**config.mk**
```make
export PLATFORM = sky130hd
export DESIGN_NAME = fifo_rd_packer
export DESIGN_NICKNAME = d
export VERILOG_FILES = /design/src/rtl/fifo_rd_packer.sv
export SDC_FILE = /design/constraint.sdc
export NUM_CORES = 1
export LEC_CHECK = 0
export CAP_MARGIN = 40
export CORE_MARGIN = 2
export CORE_UTILIZATION = 47
export CTS_CLUSTER_DIAMETER = 30
export CTS_CLUSTER_SIZE = 10
export DETAILED_ROUTE_END_ITERATION = 7
export PLACE_DENSITY = 0.83
export SLEW_MARGIN = 20
export SYNTH_ARGS = -nofsm -noshare
export SYNTH_HDL_FRONTEND = slang
export SYNTH_SLANG_ARGS = --single-unit
```
**constraint.sdc**
```tcl
create_clock -name rd_clk -period 2.3 [get_ports rd_clk]
set_clock_uncertainty 0.2 [all_clocks]
set_input_delay 0.23 -clock rd_clk [delete_from_list [all_inputs] [get_ports rd_clk]]
set_output_delay 0.23 -clock rd_clk [all_outputs]
set_load 0.05 [all_outputs]
```
**src/rtl/fifo_rd_packer.sv**
```systemverilog
// fifo_rd_packer: drains the read side of an async FIFO and packs PACK bytes per output word
// on a valid/ready master port, with a flush path that emits a partial tail word.
module fifo_rd_packer #(
    parameter int DATAWIDTH = 8,
    parameter int PACK      = 4,
    parameter int CNTW      = 3
) (
    input  logic                      rd_clk,
    input  logic                      rst,
    input  logic                      f_empty,
    input  logic [DATAWIDTH-1:0]      data_in,
    output logic                      rd_en,
    input  logic                      flush,
    output logic                      m_valid,
    input  logic                      m_ready,
    output logic [PACK*DATAWIDTH-1:0] m_data,
    output logic [CNTW-1:0]           m_cnt,
    output logic                      m_last,
    output logic                      busy
);
    typedef enum logic [1:0] {RUN, FLUSH_DRAIN, FLUSH_EMIT} state_t;
    state_t                    state;
    logic [CNTW-1:0]           pack_cnt;
    logic                      inflight;
    logic                      flush_pend;
    logic                      out_ok;
    logic [CNTW:0]             lane_sum;
    logic [PACK*DATAWIDTH-1:0] pack_reg;

    assign flush_pend = state != RUN;
    assign out_ok     = !m_valid || m_ready;
    // lane_sum only equals PACK when the wrapped target lane is 0, so comparing unwrapped is enough
    assign lane_sum   = {1'b0, pack_cnt} + (CNTW+1)'(inflight);
    assign rd_en      = rst && !f_empty && !flush_pend && (lane_sum != (CNTW+1)'(PACK-1) || out_ok);
    assign busy       = pack_cnt != '0 || inflight || flush_pend || m_valid;

    always_ff @(posedge rd_clk) begin
        if (!rst) begin
            state    <= RUN;
            pack_cnt <= '0;
            inflight <= 1'b0;
            pack_reg <= '0;
            m_valid  <= 1'b0;
            m_data   <= '0;
            m_cnt    <= '0;
            m_last   <= 1'b0;
        end else begin
            inflight <= rd_en;
            if (m_ready)
                m_valid <= 1'b0;
            if (inflight) begin
                if (pack_cnt == CNTW'(PACK-1)) begin
                    m_data   <= {data_in, pack_reg[(PACK-1)*DATAWIDTH-1:0]};
                    m_cnt    <= CNTW'(PACK);
                    m_last   <= 1'b0;
                    m_valid  <= 1'b1;
                    pack_cnt <= '0;
                    pack_reg <= '0;
                end else begin
                    pack_reg[pack_cnt*DATAWIDTH +: DATAWIDTH] <= data_in;
                    pack_cnt <= pack_cnt + 1'b1;
                end
            end
            case (state)
                RUN:         if (flush) state <= FLUSH_DRAIN;
                FLUSH_DRAIN: if (!inflight) state <= (pack_cnt == '0) ? RUN : FLUSH_EMIT;
                FLUSH_EMIT: begin
                    if (out_ok) begin
                        m_data   <= pack_reg;
                        m_cnt    <= pack_cnt;
                        m_last   <= 1'b1;
                        m_valid  <= 1'b1;
                        pack_cnt <= '0;
                        pack_reg <= '0;
                        state    <= RUN;
                    end
                end
                default:     state <= RUN;
            endcase
        end
    end
endmodule

```
# Word level (Yosys, flattened, before mapping)

Index checks and enable logic that the tools add are counted.

Word-level logic and storage cells: 67
Flip-flop bits (word level): 75
Output and inout bits: 39

Shifts and indexed selects: 2
Muxes and demuxes: 31
Add/sub/neg operators: 3
Eq/ne operators: 7
Reductions and logical operators: 16

Operators with widths:

| operator                | count |
|---|---|
| $mux 32                 | 8 |
| $neg 6->34              | 1 |
| $shift 8x34->32 const A | 1 |
| $shiftx 8x34->32        | 1 |
| $bwmux 32               | 1 |
| $mux 3                  | 8 |
| $mux 1                  | 9 |
| $mux 2                  | 4 |
| $ne 2x2->1 const B      | 3 |
| $pmux 2 s3              | 1 |
| $logic_or 1x1->1        | 5 |
| $add 3x1->4             | 1 |
| $ne 4x2->1 const B      | 1 |
| $add 3x1->3 const B     | 1 |
| $eq 3x2->1 const B      | 1 |
| $logic_and 1x1->1       | 3 |
| $logic_not 1->1         | 3 |
| $logic_not 3->1         | 1 |
| $reduce_and 3->1        | 1 |
| $reduce_bool 3->1       | 1 |
| $eq 2x1->1 const B      | 1 |
| $eq 2x2->1 const B      | 1 |
| $logic_not 2->1         | 1 |
| $reduce_bool 2->1       | 1 |

# Longest topological paths before layout

Word-level depth: 7
Gate-level depth with buffers: 7
Depth with buffers taken out: 7

# Worst setup path after synthesis

No wires, ideal clock.

Path type: register to output
From: register pack_cnt[0]
To: output port rd_en
Cell stages (with the launch flop): 6
Arrival: 1.888 ns
Path buffers: 0
Data required time: 1.870 ns
Setup slack: -0.018 ns
Path through: dfxtp_1 > ha_1 > ha_1 > nand3_1 > o21ai_0 > a41oi_1

Cells in the longest elaborated chain, start to end: 4

Ends and longest elaborated chain:

| what                   | line | RTL |
|---|---|---|
| start, declared        | 23   | `logic [CNTW-1:0] pack_cnt;` |
| start signal, assigned | 61   | `pack_cnt <= pack_cnt + 1'b1;` |
| $add 3x1->4            | 33   | `assign lane_sum = {1'b0, pack_cnt} + (CNTW+1)'(inflight);` |
| $ne 4x2->1             | 34   | `assign rd_en = rst && !f_empty && !flush_pend && (lane_sum != (CNTW+1)'(PACK-1) \|\| out_ok);` |
| $logic_or 1x1->1       | 34   |  |
| $logic_and 1x1->1      | 34   |  |
| end, declared          | 12   | `output logic rd_en,` |

No other way between the ends.

# Worst setup path in the final report

Ends and elaborated chain as after synthesis.

==> results.yml <==
power:
  vdd_ir_drop_max_uv: 416.5
  leakagePower_nw: 1.358
  p_per_area_nw_per_um2: 652.6
  p_total_mw: 2.451
route:
  wl_um: 7032
  dr.pass1.iters: 4
  antenna_left: 0
  drcViolationCount: 0
  route.vias.total: 2610
  drt_first_iter_violations: 125
  vias_per_cell: 5.495
  wl_per_cell_um: 14.80
place:
  placed_cells: 459
  routabilityCongestion: 0.8046
  place.detailed.hpwl_um: 4754
  io_buffers: 51
setup_path:
  cp_cell_sequence: "buf_4 -> ha_1 -> ha_1 -> nand3_1 -> o21ai_1 -> a41oi_2 -> buf_12"
  critPathKind: "reg2out"
  cp_max_fo: 8
  crit_arrival_ps: 1800
  path_delay_family: "adder cells"
  cpMaxStageDelayCell: "dfxtp_1"
  critPathMaxStageDelay_ps: 320
  cpMostUsedCell: "ha_1"
  end_kind: "primary output"
  critPathRequiredTime_ps: 1870
  start_kind: "flop"
  crit_buf_inv: 2
cells_and_area:
  fin_nets: 416
  final_cells: 475
  area_growth_pct: 27.26
  final_util_pct: 62.70
  antenna_cells: 0
  drive_above_1_share_pct: 9.750
die:
  core_area_um2: 5991
  die_w_um: 83.25
  ioPinCount: 52
  fp-row-count: 28
  start_util_pct: 49.27
  dieArea_um2: 6930
  die_h_um: 83.25
yosys:
  synthTopCellsByArea: "dfxtp_1, nand2_1, a21oi_1"
  synth_compound_area_share_pct: 16.41
  synth_edf_count: 0
  syn_inst: 336
  netlist_area_um2: 2952
  synthFlopType: "dfxtp_1"
  ys_seq_area_share_pct: 50.87
  synth_top_area_share_pct: 50.87
  async_reset_ff_share_pct: 0
  synthSimpleGateAreaFrac_pct: 21.96
  synthMuxAreaShare_pct: 3.052
  ys_types: 35
  synth-seq-cells: 75
  synth_fa_ha_area_share_pct: 3.391
  synth_top_family_by_area: "simple AND/OR/NAND/NOR gates"
  yosysWarnings: 0
  synth_fp_nets: 357
  synthXorXnorAreaFrac_pct: 0
  syn_avg_cell_area_um2: 8.784
  synth_top_cell_by_area: "dfxtp_1"
global_route:
  grt_start_max_net_pins: 31
  grt_pass1_wl_um: 11640
  grt.overflow.total: 0
  track_usage_pct: 20.76
  antenna_found_initial: 0
  grt_pass1_vias: 2503
timing:
  hold_viol_final: 0
  post-route-min-period_ps: 2226
  drv_slew: 0
  timing.hold.ws_ps: 248.7
  slew-limit-headroom_pct: 66.55
  fmax_mhz: 449.2
  setup_viol: 0
  finalCritPeriodShare_pct: 96.78
  worst_pin_slew_ps: 500.2
  tns_ps: 0
clock_tree:
  clkSlewWorstSetupHoldPaths_ps: 80
  numCtsBuffers: 9
  clkSinkCount: 75
  cts_tree: "done"
  clock_path_buffers: 2
  worstSkewPairLatency_ps: 350
  htree_levels: 3
  postCtsSetupBuffers: 0
  clock-root-buffer: "clkbuf_8"
min_path:
  hold_path_class: "reg2reg"
status:
  status: "finished, final reports clean"
run:
  cap_violations: 0
cells in the final DEF, fill, tap and decap left out, types with 3 or more instances in the layout:
cell type        count
mux2i_1              9
a31oi_1              9
dfxtp_1             75
o21ai_0              9
nand3_1             19
a32o_1               8
inv_1                4
a21oi_1             43
and2_1               3
clkdlybuf4s50_1     49
nand2_1             87
ha_1                 7
clkbuf_8            11
nand2b_1             5
nor2_1              16
clkbuf_1             3
buf_4               16
per-stage QoR:
step | cell area [um^2] | setup slack, ps
global route | 3756 | -57.70
detailed placement | 3571 | 112.8
finish | 3756 | 74.01
floorplan | 2959 | 67.98
CTS | 3744 | 14.38
global placement | 3571 | 257.1
metal layers:
layer  vias to the layer above  global-route usage [%]  wire length [um]  share of wire [%]
met4                         0                   11.77                77                1.1
met1                      1233                   26.38              3243                 46
met2                        89                   32.48              3248                 46
li1                       1279                       -                 -                  -
met3                         9                   4.573               463                6.6
met5                         -                       0                 0                  0
worst min-delay path, stage by stage, from the launching register on:
cell and delay, ps:
dfxtp_1 310, nand2_1 50, a21oi_1 50
timing repair:
item                                    in CTS  in global routing
endpoints found under the setup margin       1                  4
cloned                                       0                  0
gates resized for setup                      1                  2
hold buffers                                 0                  0
pin swaps                                    0                  1
endpoints found under the hold margin        0                  0
final cells by class:
class | count | area, um^2
Timing Repair Buffer | 66 | 630.6
Multi-Input combinational cell | 239 | 1343
Tap cell | 75 | 93.84
Inverter | 4 | 15.01
Clock buffer | 14 | 162.7
Sequential cell | 75 | 1501
Clock inverter | 2 | 10.01
Fill cell | 518 | 2235
report_power, final:
group / switching, mW / internal [mW] / leakage [nW]
logic: 0.138 / 0.0868 / 0.663
clock network: 0.454 / 0.449 / 0.0905
registers: 0.00991 / 1.31 / 0.605
Yosys cell counts (all sizes together) (2+ instances only):
cell,number
ha,8
nor2b,2
nor4b,2
nand2b,5
inv,4
o21ai,11
a41oi,2
and2,3
and3,2
mux2i,9
a31oi,9
buf,9
a32o,8
nand3,21
dfxtp,75
a21oi,44
nor2,16
a22oi,2
clkbuf,9
nand2,87
worst paths after layout:
path	start	endpoint	slack, ps	cells past startpoint
max	pack_cnt[0]$_SDFF_PN0_	rd_en	70	7
max reg2reg	pack_cnt[0]$_SDFF_PN0_	pack_reg[0]$_SDFF_PN0_	80	7
min	m_data[7]$_SDFF_PN0_	m_data[7]$_SDFF_PN0_	250	2
min reg2reg	m_data[7]$_SDFF_PN0_	m_data[7]$_SDFF_PN0_	250	2
cells by family (layout without fill, tap and decap cells):
| logic type | after synthesis | after routing |
|---|---|---|
| flip-flops | 75 | 75 |
| adder cells (fa/ha/maj) | 8 | 8 |
| buffers and inverters | 22 | 86 |
| AO/OA/AOI/OAI | 79 | 79 |
| multiplexers | 9 | 9 |
| AND/OR/NAND/NOR | 143 | 143 |
No activity file was read; power rests on OpenSTA's default activity.
==> RTL change: new RTL, same settings <==
Re-encode `state_t` (3 states) as one-hot, 3 bits wide.
--- a/src/rtl/fifo_rd_packer.sv
+++ b/src/rtl/fifo_rd_packer.sv
@@ -18,7 +18,7 @@
     output logic                      m_last,
     output logic                      busy
 );
-    typedef enum logic [1:0] {RUN, FLUSH_DRAIN, FLUSH_EMIT} state_t;
+    typedef enum logic [2:0] {RUN = 3'b001, FLUSH_DRAIN = 3'b010, FLUSH_EMIT = 3'b100} state_t;
     state_t                    state;
     logic [CNTW-1:0]           pack_cnt;
     logic                      inflight;
Behaviour: no difference found for any inputs over 4 cycles, from zero or initial values and one cycle with rst low; so few cycles prove little.
==> RTL change against the original RTL <==
Sequential cell count grew 1; worst setup slack better by 0.0047 ns; area after synthesis is 5.1% higher; power is 10% higher; wire length grew 2.6%; combinational power is 65% higher; utilization grew 0.18 points; cell area increased by 6.3%; count of clock-buffer cells in the layout is 3 lower; critical path type unchanged.
==> RTL change: results (changes against the original RTL) <==
- By area the synthesized netlist is led by dfxtp_1, nand2_1, a21oi_2, mux2i_1, a21oi_1.
- The layout cell share with drive strength beyond 1 is 18.20% (+8.5 points).
- The routability congestion estimate is 0.8283 (+2.9%).
- The flow ran to the end, and the final reports show no timing, DRC or antenna violations.
- The cell count after synthesis came to 340 (+1.2%).
- The synthesized net count is 359 (+0.56%).
- The post-place setup slack came to 0.09780 ns (-0.01503 ns).
- The HPWL after detailed placement is 4917 µm (+3.4%).
- The worst hold path begins at m_data[21].
- Compared with the post-synthesis result, the final layout area differs by 28.67%.
- The standard cell area after detailed placement was 3739 µm² (+4.7%).
- The minimum setup slack among reg-to-reg paths is 0.12 ns (+0.04 ns).
- The global-route wire length before repair came to 11650 µm (about the same).
- The maximum number of pins on one net before global-route repair is 32 (+3.2%).
- The multiplexer share of the synthesized area is 5.161% (+2.1 points).
- The total leakage power was 1.452 nW (+6.9%).
- The number of filler cells placed in the layout is 527 (+1.7%).
- The maximum ir drop on the vdd rail came to 487.2 µV (+17%).
- By count the netlist is led by dfxtp_1, nand2_1, nor2_1.
- The worst hold path terminates at m_data[21].
- The delay of the slowest cell on the worst path is 0.39 ns (+0.07 ns).
- The all-layer global routing usage is 20.04% (-0.72 points).
- On the critical path, the stage with the largest delay is an instance of dfxtp_4.
- The worst register-to-register path ends at pack_reg[17].
- The worst-case hold slack is 0.2525 ns (+0.003780 ns).
- The via count of the first global-routing pass is 2417 (-3.4%).
- The adder and majority gate portion of the synthesized area was 2.419% (-0.97 points).
- The unique cell type count in the Yosys netlist is 41 (+17%).
- The largest fanout on the critical path is 7 (-1).
==> RTL change: cell types whose count changed after synthesis, moves of 4 or more <==
cell / delta
nand2_1: -33
a21oi_2: +20
a21oi_1: -18
a22oi_1: +14
nor2_1: +14
a31oi_1: -8
a32o_1: -8
mux2i_1: +7
nand3_1: +4
==> RTL change: timing repair <==
| action | 4_1_cts | 5_1_grt |
|---|---|---|
| setup endpoints to repair | 1 | 28 |
| gates resized for setup | 6 | 9 |
| buffers inserted | 0 | 2 |
| pin swaps | 0 | 3 |
==> RTL change: cell type report <==
class | count | share of cell area [%]
flip-flops and latches | 76 | 38.26
multi-input cells | 237 | 37.76
repair buffers | 67 | 16.39
clock buffers | 11 | 3.792
well taps | 77 | 2.413
clock inverters | 4 | 0.8148
inverters | 6 | 0.5641
==> RTL change: worst max-delay path by stage <==
| stage | from | end | slack (ns) | depth (start not counted) |
|---|---|---|---|---|
| 2_1_floorplan | pack_cnt[0] | pack_reg[16] | 0.008 | 8 |
| 3_3_place_gp | pack_cnt[0] | pack_reg[16] | 0.17 | 7 |
| 3_5_place_dp | pack_cnt[0] | pack_reg[24] | 0.1 | 7 |
| 4_1_cts | state[0] | rd_en | 0.02 | 5 |
| 5_1_grt | pack_cnt[0] | pack_reg[17] | -0.02 | 9 |
| 6_report | state[0] | rd_en | 0.08 | 5 |
==> RTL change: where the power goes <==
part	internal [mW]	total, mW	switching, mW
registers	1.35	1.38	0.0348
logic	0.164	0.372	0.208
clock network	0.453	0.946	0.494
==> RTL change: routing by layer <==
metal	up-vias	GRT usage [%]	wire length (µm)
li1	1303	-	-
met1	1258	27.34	3357
met2	60	31.25	3366
met3	11	3.988	370
met4	0	7.937	123
met5	-	0	0
